## src/rtl/uart_arb_pkg.sv

```systemverilog
// Shared defaults and the arbiter FSM state type for the UART TX arbiter.
package uart_arb_pkg;

  localparam int unsigned DefaultNreq  = 4;
  localparam int unsigned DefaultDepth = 16;
  localparam int unsigned DefaultDw    = 32;

  typedef enum logic [0:0] {
    IDLE,
    XFER
  } arb_state_e;

endpackage

```

## src/rtl/uart_sync_fifo.sv

```systemverilog
// Show-ahead synchronous FIFO with occupancy output; the head word is always on rd_data_o.
module uart_sync_fifo
  import uart_arb_pkg::*;
#(
  parameter int unsigned Depth = DefaultDepth,
  parameter int unsigned Width = DefaultDw,
  localparam int unsigned Aw   = $clog2(Depth)
) (
  input  logic             clk_i,
  input  logic             rst_ni,
  input  logic             wr_en_i,
  input  logic [Width-1:0] wr_data_i,
  input  logic             rd_en_i,
  output logic [Width-1:0] rd_data_o,
  output logic             empty_o,
  output logic             full_o,
  output logic [Aw:0]      level_o
);

  logic [Width-1:0] mem_q [Depth];
  logic [Aw-1:0]    wr_ptr_q, wr_ptr_d;
  logic [Aw-1:0]    rd_ptr_q, rd_ptr_d;
  logic [Aw:0]      level_q, level_d;
  logic             push, pop;

  assign full_o    = (level_q == (Aw + 1)'(Depth));
  assign empty_o   = (level_q == '0);
  assign level_o   = level_q;
  assign rd_data_o = mem_q[rd_ptr_q];

  // Full/empty gate the strobes so overflow and underflow are impossible.
  assign push = wr_en_i & ~full_o;
  assign pop  = rd_en_i & ~empty_o;

  always_comb begin
    wr_ptr_d = wr_ptr_q;
    rd_ptr_d = rd_ptr_q;
    level_d  = level_q;
    if (push) wr_ptr_d = wr_ptr_q + 1'b1;
    if (pop)  rd_ptr_d = rd_ptr_q + 1'b1;
    case ({push, pop})
      2'b10:   level_d = level_q + 1'b1;
      2'b01:   level_d = level_q - 1'b1;
      default: level_d = level_q;
    endcase
  end

  always_ff @(posedge clk_i or negedge rst_ni) begin
    if (!rst_ni) begin
      wr_ptr_q <= '0;
      rd_ptr_q <= '0;
      level_q  <= '0;
    end else begin
      wr_ptr_q <= wr_ptr_d;
      rd_ptr_q <= rd_ptr_d;
      level_q  <= level_d;
    end
  end

  always_ff @(posedge clk_i) begin
    if (push) mem_q[wr_ptr_q] <= wr_data_i;
  end

endmodule

```

## src/rtl/uart_tx_arb.sv

```systemverilog
// Round-robin arbiter that lets one requester at a time stream a frame of words into the
// UART TX buffer; a frame ends only when its last word is accepted.
module uart_tx_arb
  import uart_arb_pkg::*;
#(
  parameter int unsigned NREQ  = DefaultNreq,
  parameter int unsigned DEPTH = DefaultDepth,
  parameter int unsigned DW    = DefaultDw
) (
  input  logic                    clk_125,
  input  logic                    rst_n_125,
  input  logic [NREQ-1:0]         req_i,
  input  logic [NREQ-1:0]         vld_i,
  input  logic [NREQ-1:0]         last_i,
  input  logic [NREQ*DW-1:0]      data_i,
  output logic [NREQ-1:0]         gnt_o,
  output logic [NREQ-1:0]         rdy_o,
  input  logic                    uart_tx_fifo_rden,
  output logic [DW-1:0]           uart_tx_fifo_data,
  output logic                    uart_tx_fifo_empty,
  output logic [$clog2(DEPTH):0]  fifo_level,
  output logic                    busy_o
);

  localparam int unsigned IdxW = (NREQ > 1) ? $clog2(NREQ) : 1;

  arb_state_e      state_q, state_d;
  logic [NREQ-1:0] gnt_q, gnt_d;
  logic [IdxW-1:0] owner_q, owner_d;
  logic [IdxW-1:0] last_winner_q, last_winner_d;

  logic            pick_found;
  logic [IdxW-1:0] pick_idx;
  logic [IdxW-1:0] rr_cand;
  logic            fifo_full;
  logic            push;
  logic            push_last;
  logic [DW-1:0]   push_data;

  // Search starts just after the previous winner, so every requester gets a turn.
  always_comb begin
    pick_found = 1'b0;
    pick_idx   = '0;
    rr_cand    = '0;
    for (int unsigned i = 1; i <= NREQ; i++) begin
      rr_cand = IdxW'((32'(last_winner_q) + i) % NREQ);
      if (!pick_found && req_i[rr_cand]) begin
        pick_found = 1'b1;
        pick_idx   = rr_cand;
      end
    end
  end

  // Only the granted requester can be ready, so its inputs are the only ones looked at.
  assign push      = |(vld_i & rdy_o);
  assign push_last = push & last_i[owner_q];
  assign push_data = data_i[owner_q*DW +: DW];

  always_ff @(posedge clk_125 or negedge rst_n_125) begin
    if (!rst_n_125) begin
      state_q       <= IDLE;
      gnt_q         <= '0;
      owner_q       <= '0;
      last_winner_q <= IdxW'(NREQ - 1);
    end else begin
      state_q       <= state_d;
      gnt_q         <= gnt_d;
      owner_q       <= owner_d;
      last_winner_q <= last_winner_d;
    end
  end

  always_comb begin
    state_d       = state_q;
    gnt_d         = gnt_q;
    owner_d       = owner_q;
    last_winner_d = last_winner_q;
    case (state_q)
      IDLE: begin
        gnt_d = '0;
        if (pick_found) begin
          state_d = XFER;
          gnt_d   = NREQ'(1) << pick_idx;
          owner_d = pick_idx;
        end
      end
      XFER: begin
        if (push_last) begin
          state_d       = IDLE;
          gnt_d         = '0;
          last_winner_d = owner_q;
        end
      end
      default: begin
        state_d = IDLE;
        gnt_d   = '0;
      end
    endcase
  end

  always_comb begin
    gnt_o  = gnt_q;
    rdy_o  = gnt_q & {NREQ{~fifo_full}};
    busy_o = (state_q == XFER);
  end

  uart_sync_fifo #(
    .Depth (DEPTH),
    .Width (DW)
  ) u_fifo (
    .clk_i     (clk_125),
    .rst_ni    (rst_n_125),
    .wr_en_i   (push),
    .wr_data_i (push_data),
    .rd_en_i   (uart_tx_fifo_rden),
    .rd_data_o (uart_tx_fifo_data),
    .empty_o   (uart_tx_fifo_empty),
    .full_o    (fifo_full),
    .level_o   (fifo_level)
  );

endmodule
```

## config.mk

```make
export PLATFORM = sky130hd
export DESIGN_NAME = uart_tx_arb
export DESIGN_NICKNAME = d
export VERILOG_FILES = /design/src/rtl/uart_arb_pkg.sv /design/src/rtl/uart_sync_fifo.sv /design/src/rtl/uart_tx_arb.sv
export SDC_FILE = /design/constraint.sdc
export NUM_CORES = 1
export LEC_CHECK = 0
export CAP_MARGIN = 5
export CORE_UTILIZATION = 30
export DETAILED_ROUTE_END_ITERATION = 10
export GPL_TIMING_DRIVEN = 0
export PLACE_DENSITY_LB_ADDON = 0.2
export REMOVE_ABC_BUFFERS = 1
export SLEW_MARGIN = 20
export SYNTH_ARGS = -nofsm -noshare
export SYNTH_HDL_FRONTEND = slang
export SYNTH_SLANG_ARGS = --single-unit
```

## constraint.sdc

```tcl
create_clock -name clk_125 -period 8.4 [get_ports clk_125]
set_input_delay 1.68 -clock clk_125 [delete_from_list [all_inputs] [get_ports clk_125]]
set_output_delay 1.68 -clock clk_125 [all_outputs]
set_load 0.02 [all_outputs]
```

**Word-level counts from Yosys, hierarchy flattened**

Memory sizes are Yosys's and may differ from the RTL's.
Index checks and enable logic that the tools add are counted.

- Bits in registers: 22
- Bits in writable memories: 512
- Output and inout port bits: 47
- Logic and storage cells: 73
- Memories: 1

- $add $sub $neg: 8
- Magnitude comparators: 5
- Equal/unequal tests: 4
- Shift-type cells: 2
- Mux-type cells: 27
- Bitwise gates (word level): 8
- Reductions and logical operators: 11

Memory list:

| name | depth | bits a word | rd ports | clocked after Yosys merged registers in | wr ports | RTL line | RTL |
|---|---|---|---|---|---|---|---|
| u_fifo.mem_q | 16 | 32 | 1 | 0 | 1 | uart_sync_fifo.sv:20 | `logic [Width-1:0] mem_q [Depth];` |

Operator list:

| operator | number |
|---|---|
| $shiftx A128 B8 Y32 | 1 |
| $lt A2 B3 Y1 const B | 5 |
| $mux W1 | 13 |
| $bmux W1 S2 | 5 |
| $pmux W5 S2 | 1 |
| $add A4 B1 Y4 const B | 2 |
| $and A4 B4 Y4 | 2 |
| $mux W2 | 4 |
| $mux W4 | 2 |
| $pmux W4 S2 | 1 |
| $add A5 B1 Y5 const B | 1 |
| $eq A5 B5 Y1 const B | 1 |
| $logic_not A5 Y1 | 1 |
| $sub A5 B1 Y5 const B | 1 |
| $add A2 B1 Y2 const B | 2 |
| $add A2 B2 Y2 const B | 2 |
| $reduce_and A2 Y1 | 2 |
| $reduce_or A4 Y1 | 1 |
| $shl A1 B2 Y4 const A | 1 |
| $and A1 B1 Y1 | 3 |
| $logic_and A1 B1 Y1 | 3 |
| $logic_not A1 Y1 | 3 |
| $not A1 Y1 | 3 |
| $eq A2 B1 Y1 const B | 1 |
| other kinds (4) | 4 |

**Longest topological paths before layout**

Gate-level depths: netlist of the first run.

- Depth in word-level cells: 16
- Mapped depth: 12

**Modules after synthesis**

A second synthesis of the first run with hierarchy kept.

- Cells, all modules: 1104
- Area, all modules: 21670.8 µm²

By module, submodules not included:

| module | times used | cells an instance | area an instance (µm²) | sequential area each (µm²) |
|---|---|---|---|---|
| uart_sync_fifo | 1 | 1012 | 20392.1 | 15700.1 |
| uart_tx_arb | 1 | 92 | 1278.7 | 227.7 |

**Worst setup path before layout of the first run**

No wires, ideal clock.

- Kind: input to register
- From: input vld_i[2]
- To: memory u_fifo.mem_q[10][0] (netlist name) (enable)
- Setup time: 421 ps
- Arrival: 3783 ps
- Setup slack: 4196 ps
- Stages on the path: 5
- Path buffers: 1
- Path through: a22oi_1 a22oi_1 clkbuf_1 nand3b_1 nor2_1

- Longest elaborated chain between the ends: 5

Ends and longest elaborated chain:

| element | RTL line | RTL |
|---|---|---|
| from (decl) | uart_tx_arb.sv:13 | `input logic [NREQ-1:0] vld_i,` |
| $and A4 B4 Y4 | uart_tx_arb.sv:55 | `assign push = \|(vld_i & rdy_o);` |
| $reduce_or A4 Y1 | uart_tx_arb.sv:55 |  |
| $and A1 B1 Y1 | uart_sync_fifo.sv:32 | `assign push = wr_en_i & ~full_o;` |
| $mux W1 | uart_sync_fifo.sv:61 | `if (push) mem_q[wr_ptr_q] <= wr_data_i;` |
| $mux W1 (not written as such) | uart_sync_fifo.sv:61 |  |
| to (decl) | uart_sync_fifo.sv:20 |  |

No other way between the ends.

**Worst setup path after layout of the first run**

- From: register u_fifo.rd_ptr_q[0]
- To: output uart_tx_fifo_data[23]

- Longest elaborated chain between the ends: 1

Ends and longest elaborated chain:

| element | RTL line | RTL |
|---|---|---|
| from (decl) | uart_sync_fifo.sv:22 | `logic [Aw-1:0] rd_ptr_q, rd_ptr_d;` |
| from (signal assigned) | uart_sync_fifo.sv:55 | `rd_ptr_q <= rd_ptr_d;` |
| $mem_v2 Z16 W32 | - |  |
| to (decl) | uart_tx_arb.sv:19 | `output logic [DW-1:0] uart_tx_fifo_data,` |

No other way between the ends.

==> metrics.txt, run 1 <==
ratio of cells with drive above 1 in the final layout 0.274; vias in the first global route 10,800; Startpoint Class flop; Residual DRC 0; Die Footprint 0.0721 mm2; vias per cell 4.75; M1 WL 22.0 mm; count of flip-flops with a built-in enable after synthesis 512; sequential fraction of the synthesis area 0.748; Max Cap Violations 0; Global Route Usage Sum 0.140; H-tree levels 2; most frequent CP cell buf_16; achievable frequency 180 MHz; initial antenna violation count 0; # port buffers 189; pre-CTS setup slack 3.38 ns; Rel. slew slack 0.398; overflow left after global routing 0; ant diodes 0; DR WL/cell 23.4 um; PnR worst setup slack 2.86 ns; Hold Path Class flop to flop; Die Span Y 268 um; Crit path arrival time 3.86 ns; final worst path period share 0.660; CP Cell Sequence buf_16 -> buf_16 -> buf_16 -> mux4_2 -> mux4_2 -> clkdlybuf4s50_1; clk_skew 0.0147 ns; synthesized area per cell 23.9 um2; clock slew at reported path FFs 0.06 ns; post-DP HPWL 27.2 mm; Leak Pwr 8.26 nW; mux share of post-synthesis cell area 0.207; postcts setup bufs 0; hold endpoint u_fifo.wr_ptr_q[3]; Initial Utilization 0.304; Root Buffer clkbuf_16; Post-Syn Instances 890; worst endpoint required time 6.72 ns; Critical path buffers and inverters 4; CP max stage cell dfrtp_4; Clock Sinks 534; First-pass DRT Iterations 4; FF-to-FF setup slack 5.09 ns; Critical R2R Launch u_fifo.level_o[0]; Synth Area in Adders 0.00623; hold depth 1; ys async rst share 0.0412; Max Slew Vio Count 0; number of buffers created by CTS 55; CTS tree done; critical hold path startpoint u_fifo.wr_ptr_q[3]; DR WL met2 24.1 mm; number of synthesis warnings 0; row count 97; placed cells 1,996; Critical Path Sink Type output port; unrepaired setup endpoints after global routing no; r2r endpoint u_fifo.level_o[4]; top post-synthesis cells by area edfxtp_1, mux4_2, dfrtp_1; clock latency on the worst-skew pair 0.60 ns; met3 WL 2.11 mm; slowest stage delay, CP 0.71 ns; Hold Fails Final Rpt 0; distinct cell type count after synthesis 37; synthesized area 0.0213 mm2; Synth Area in Compound Gates 0.00658; top sig layer met4; final core utilization 0.376; critical path type flop to output port; synth-to-layout area growth 24.0%; DRT antenna net count 0; IO Count 190; CTS max path bufs 3; WL final 49.1 mm; worst-margin pin slew 0.904 ns; placed cell area 0.0248 mm2; Top delay family on crit path buffers and inverters; post-synth top area cell edfxtp_1; first-pass GRT wire length 71.8 mm; largest net degree at the start of global routing 45; top-area cell type share of the netlist area 0.722; #FFs+latches synth 534; status finished, final reports clean; Post-Layout Cell Count 2,095; Worst Path Max Fanout 31; via count 9,958; post-route cell area 0.0264 mm2; # resized after CTS 0; fin crit period 5.54 ns; largest family of logic cells by synthesized area multiplexers; routability cong. 0.674; xor/xnor share of the synthesized area 0.00411; Die X-Extent 268 um; R2R cell count 11; drt first-iter violations 707; final setup vio count 0; # nets final 1,266; cts hold-fix bufs 0; power per standard cell area 346 mW/mm2; peak supply drop 0.213 mV; core area 0.0701 mm2; Top FF cell, synth edfxtp_1; post-synthesis simple-gate area fraction 0.0133
## layout make-up
type                            instances  area, um2
Sequential cell                       534      16000
Multi-Input combinational cell        294       5100
Inverter                               14       52.6
Clock buffer                           68       1450
Clock inverter                         31        140
Tap cell                              940       1180
Fill cell                            6394      43700
Timing Repair Buffer                  214       2540
## synth_stat cells, types with 2 or more instances
cell type and count:
nand2_1 11, dfrtp_1 20, xor2_1 3, ha_1 9, nor2_1 8, mux2_2 2, and2_1 16, a21oi_1 7
nor4_1 2, buf_1 12, dfstp_2 2, nor2b_1 4, buf_6 11, edfxtp_1 512, clkbuf_1 17, nand4_1 2
buf_2 7, o21ai_0 7, a22o_1 2, xnor2_1 7, nand2b_1 3, inv_1 14, mux2i_1 2, nor3_1 2
nand3_1 2, a22oi_1 3, mux4_2 193
## power by group
part           internal [W]  leakage, nW  switching, W
logic               0.00157         2.61       0.00161
clock network       0.00121        0.783      0.000983
registers           0.00354         4.87      0.000229
## cells in the final DEF (no fill, tap or decap), types with 11 or more instances in the layout
master,n
edfxtp_1,512
clkbuf_16,55
clkbuf_1,11
and2_4,12
clkdlybuf4s50_1,188
mux4_2,193
dfrtp_1,14
clkinv_1,17
nand2_1,11
inv_1,14
buf_16,20
clkinv_2,12
## stage by stage
| stage | TNS [ns] | total power, W | hold WS [ns] |
|---|---|---|---|
| 2_1_floorplan | 0 | 0.00591 | 0.500 |
| 3_3_place_gp | -82.17 | 0.00729 | 0.539 |
| 3_5_place_dp | 0 | 0.00710 | 0.539 |
| 4_1_cts | 0 | 0.00931 | 0.551 |
| 5_1_grt | 0 | 0.00959 | 0.578 |
| 6_report | 0 | 0.00913 | 0.552 |
## layer usage
layer | global-route usage | vias up
met5 | 0 | -
li1 | - | 4275
met4 | 0.0370 | 0
met2 | 0.230 | 232
met3 | 0.0228 | 68
met1 | 0.192 | 5383
## flip-flops by register name, indices dropped and copies added, names as in the netlist
signal	count
u_fifo.level_o	5
u_fifo.rd_ptr_q	4
gnt_o	4
last_winner_q	2
owner_q	2
u_fifo.wr_ptr_q	4
busy_o	1
u_fifo.mem_q	512
## worst max path at each step
stage | endpoint | from | depth (start not counted)
final | uart_tx_fifo_data[23] | u_fifo.rd_ptr_q[0] | 6
after global routing | uart_tx_fifo_data[23] | u_fifo.rd_ptr_q[0] | 6
after CTS | uart_tx_fifo_data[20] | u_fifo.rd_ptr_q[0] | 6
after detailed placement | uart_tx_fifo_data[20] | u_fifo.rd_ptr_q[0] | 6
after global placement | uart_tx_fifo_data[2] | u_fifo.rd_ptr_q[0] | 3
after floorplan | uart_tx_fifo_data[0] | u_fifo.rd_ptr_q[0] | 2
## logic make-up after synthesis
logic type               Yosys count
flip-flops                       534
multiplexers                     198
buffers and inverters             62
AND/OR/NAND/NOR                   53
AO/OA/AOI/OAI                     23
XOR/XNOR                          10
adder cells (fa/ha/maj)           10
Note: power is estimated with default switching activity, not from simulation.
==> run 2, diff against run 1 <==
==> constraint.sdc (replaced) <==
create_clock -name clk_125 -period 4.91 [get_ports clk_125]
set_input_delay 0.982 -clock clk_125 [delete_from_list [all_inputs] [get_ports clk_125]]
set_output_delay 0.982 -clock clk_125 [all_outputs]
set_load 0.02 [all_outputs]
==> run 2 against run 1 <==
Compared with the run above: clock power rose by 71%; largest power group unchanged; highest routed layer unchanged; first-iteration DRC count rose by 5.2%; die area unchanged; sequential cell count stayed put; power grew 71%; critical endpoint unchanged; register-to-register slack got worse by 3.5 ns; core utilization about the same; global-route usage hardly changed; final cell count rose by 0.14%; critical path type unchanged; largest cell class unchanged; non-clock buffer count increased by 3.
==> metrics.txt, run 2 (same netlist as run 1, synthesis figures left out) <==
status finished, final reports clean; DR WL/cell 23.4 um (about the same); Crit path arrival time 3.56 ns (-0.30 ns); Die Span Y 268 um (unchanged); vias in the first global route 10,800 (+0.14%); met3 WL 2.17 mm (+2.8%); Root Buffer clkbuf_16; H-tree levels 2 (unchanged); Global Route Usage Sum 0.140 (+0.000383); Critical Path End uart_tx_fifo_data[23]; sw frac 0.309 (about the same); P_int 0.0108 W (+71%); Leak Pwr 8.28 nW (+0.19%); hold slack 0.353 ns (-0.199 ns); total negative slack 0 ns (unchanged); ant diodes 0 (unchanged); final worst path period share 0.924; Die Footprint 0.0721 mm2 (unchanged); post-DP HPWL 27.2 mm (unchanged); final setup vio count 0 (unchanged); overflow left after global routing 0 (unchanged); drt first-iter violations 744 (+5.2%); unrepaired setup endpoints after global routing no; Startpoint Class flop; # port buffers 189 (unchanged); Most flops, register u_fifo.mem_q; r2r endpoint u_fifo.level_o[4]; peak supply drop 0.397 mV (+87%); core area 0.0701 mm2 (unchanged); number of buffers created by CTS 55 (unchanged); DR WL met2 24.1 mm (+0.12%); clock slew at reported path FFs 0.06 ns (about the same); CTS tree done; First-pass DRT Iterations 4 (unchanged); power per standard cell area 592 mW/mm2 (+71%); Max Slew Vio Count 0 (unchanged); Flop pwr share 0.409 (-0.004); combinational share of power 0.351 (+0.004); row count 97 (unchanged); clock power share 0.240 (about the same); initial antenna violation count 0 (unchanged); routability cong. 0.674 (unchanged); IO Count 190 (unchanged); top sig layer met4; most common cell after layout, fill and taps aside edfxtp_1; Critical Path Sink Type output port; fin crit period 4.54 ns; Clock Sinks 534 (unchanged); ratio of cells with drive above 1 in the final layout 0.276 (+0.00188); fill count 6,392 (-0.031%); Residual DRC 0 (unchanged); Rel. slew slack 0.399 (+0.00102); most frequent cells in the layout edfxtp_1, mux4_2, clkdlybuf4s50_1; Max Cap Violations 0 (unchanged); Critical R2R Launch u_fifo.level_o[0]; CP startpoint u_fifo.rd_ptr_q[0]; clk_skew 0.0153 ns (+0.000592 ns); Worst Path Max Fanout 31 (unchanged); placed cell area 0.0248 mm2 (unchanged); largest net degree at the start of global routing 45 (unchanged); final core utilization 0.377 (about the same); synth-to-layout area growth 24.1% (about the same); post-route cell area 0.0264 mm2 (about the same); CTS max path bufs 3 (unchanged); WL final 49.2 mm (+0.20%); Net Sw Power 0.00484 W (+72%); worst endpoint required time 3.93 ns (-2.79 ns); via count 9,965 (+0.070%); first-pass GRT wire length 71.9 mm (+0.20%); achievable frequency 220 MHz; Die X-Extent 268 um (unchanged); M1 WL 22.0 mm (about the same); vias per cell 4.75 (about the same); DRT antenna net count 0 (unchanged); critical path type flop to output port; Largest register FFs 512 (unchanged); Hold Fails Final Rpt 0 (unchanged); Hold Path Class primary input to asynchronous set/reset pin; Initial Utilization 0.304 (unchanged); # nets final 1,269 (+0.24%); cts hold-fix bufs 0 (unchanged); FF-to-FF setup slack 1.59 ns (-3.50 ns); clock latency on the worst-skew pair 0.60 ns (about the same); worst-margin pin slew 0.902 ns (-0.00153 ns); R2R cell count 11 (unchanged)
## run 2: through the flow
step                      setup slack [ns]  instances  total power, W
final                                0.373       2098          0.0157
after global routing                 0.223       2098          0.0164
after CTS                           0.0531       2096          0.0160
after detailed placement             0.585       1996          0.0121
after global placement               -5.40       1971          0.0118
after floorplan                      -2.27        842          0.0101
## run 2: power by group through the flow
stage	sequential, W	clock [W]	combinational, W
final	0.00640	0.00375	0.00550
after global placement	0.00715	0	0.00465
after floorplan	0.00683	0	0.00328
after global routing	0.00646	0.00404	0.00593
after detailed placement	0.00657	0	0.00558
after CTS	0.00646	0.00386	0.00564
## run 2: worst min path at each step
stage | from | endpoint | slack [ns] | cells after the start
after floorplan | u_fifo.wr_ptr_q[3] | u_fifo.wr_ptr_q[3] | 0.50 | 1
after global placement | u_fifo.wr_ptr_q[3] | u_fifo.wr_ptr_q[3] | 0.54 | 1
after detailed placement | u_fifo.wr_ptr_q[3] | u_fifo.wr_ptr_q[3] | 0.54 | 1
after CTS | u_fifo.wr_ptr_q[3] | u_fifo.wr_ptr_q[3] | 0.55 | 1
after global routing | rst_n_125 | u_fifo.level_o[2] | 0.37 | 1
final | rst_n_125 | u_fifo.level_o[2] | 0.35 | 1
## run 2: what timing repair did
item	in CTS	in global routing
resized for setup	0	0
setup endpoints to repair	8	2
hold endpoints to repair	0	0
setup buffers	1	2
pin swaps	0	0
cloned	0	0
## run 2: layout make-up
type	count	area, um2	share of cell area
Clock inverter	31	140	0.00530
Inverter	14	52.6	0.00199
Tap cell	940	1180	0.0445
Clock buffer	68	1450	0.0547
Multi-Input combinational cell	294	5100	0.193
Sequential cell	534	16000	0.603
Timing Repair Buffer	217	2560	0.0970
## run 2: critical path, stage by stage, from the launching register on
cell	delay (ns)
dfrtp_4	0.46
buf_16	0.24
buf_16	0.29
buf_16	0.27
mux4_2	0.54
mux4_2	0.54
clkdlybuf4s50_1	0.57
## run 2: routing by layer
| metal | vias to the layer above | GRT usage |
|---|---|---|
| li1 | 4284 | - |
| met3 | 68 | 0.0228 |
| met1 | 5375 | 0.192 |
| met2 | 238 | 0.231 |
| met5 | - | 0 |
| met4 | 0 | 0.0370 |
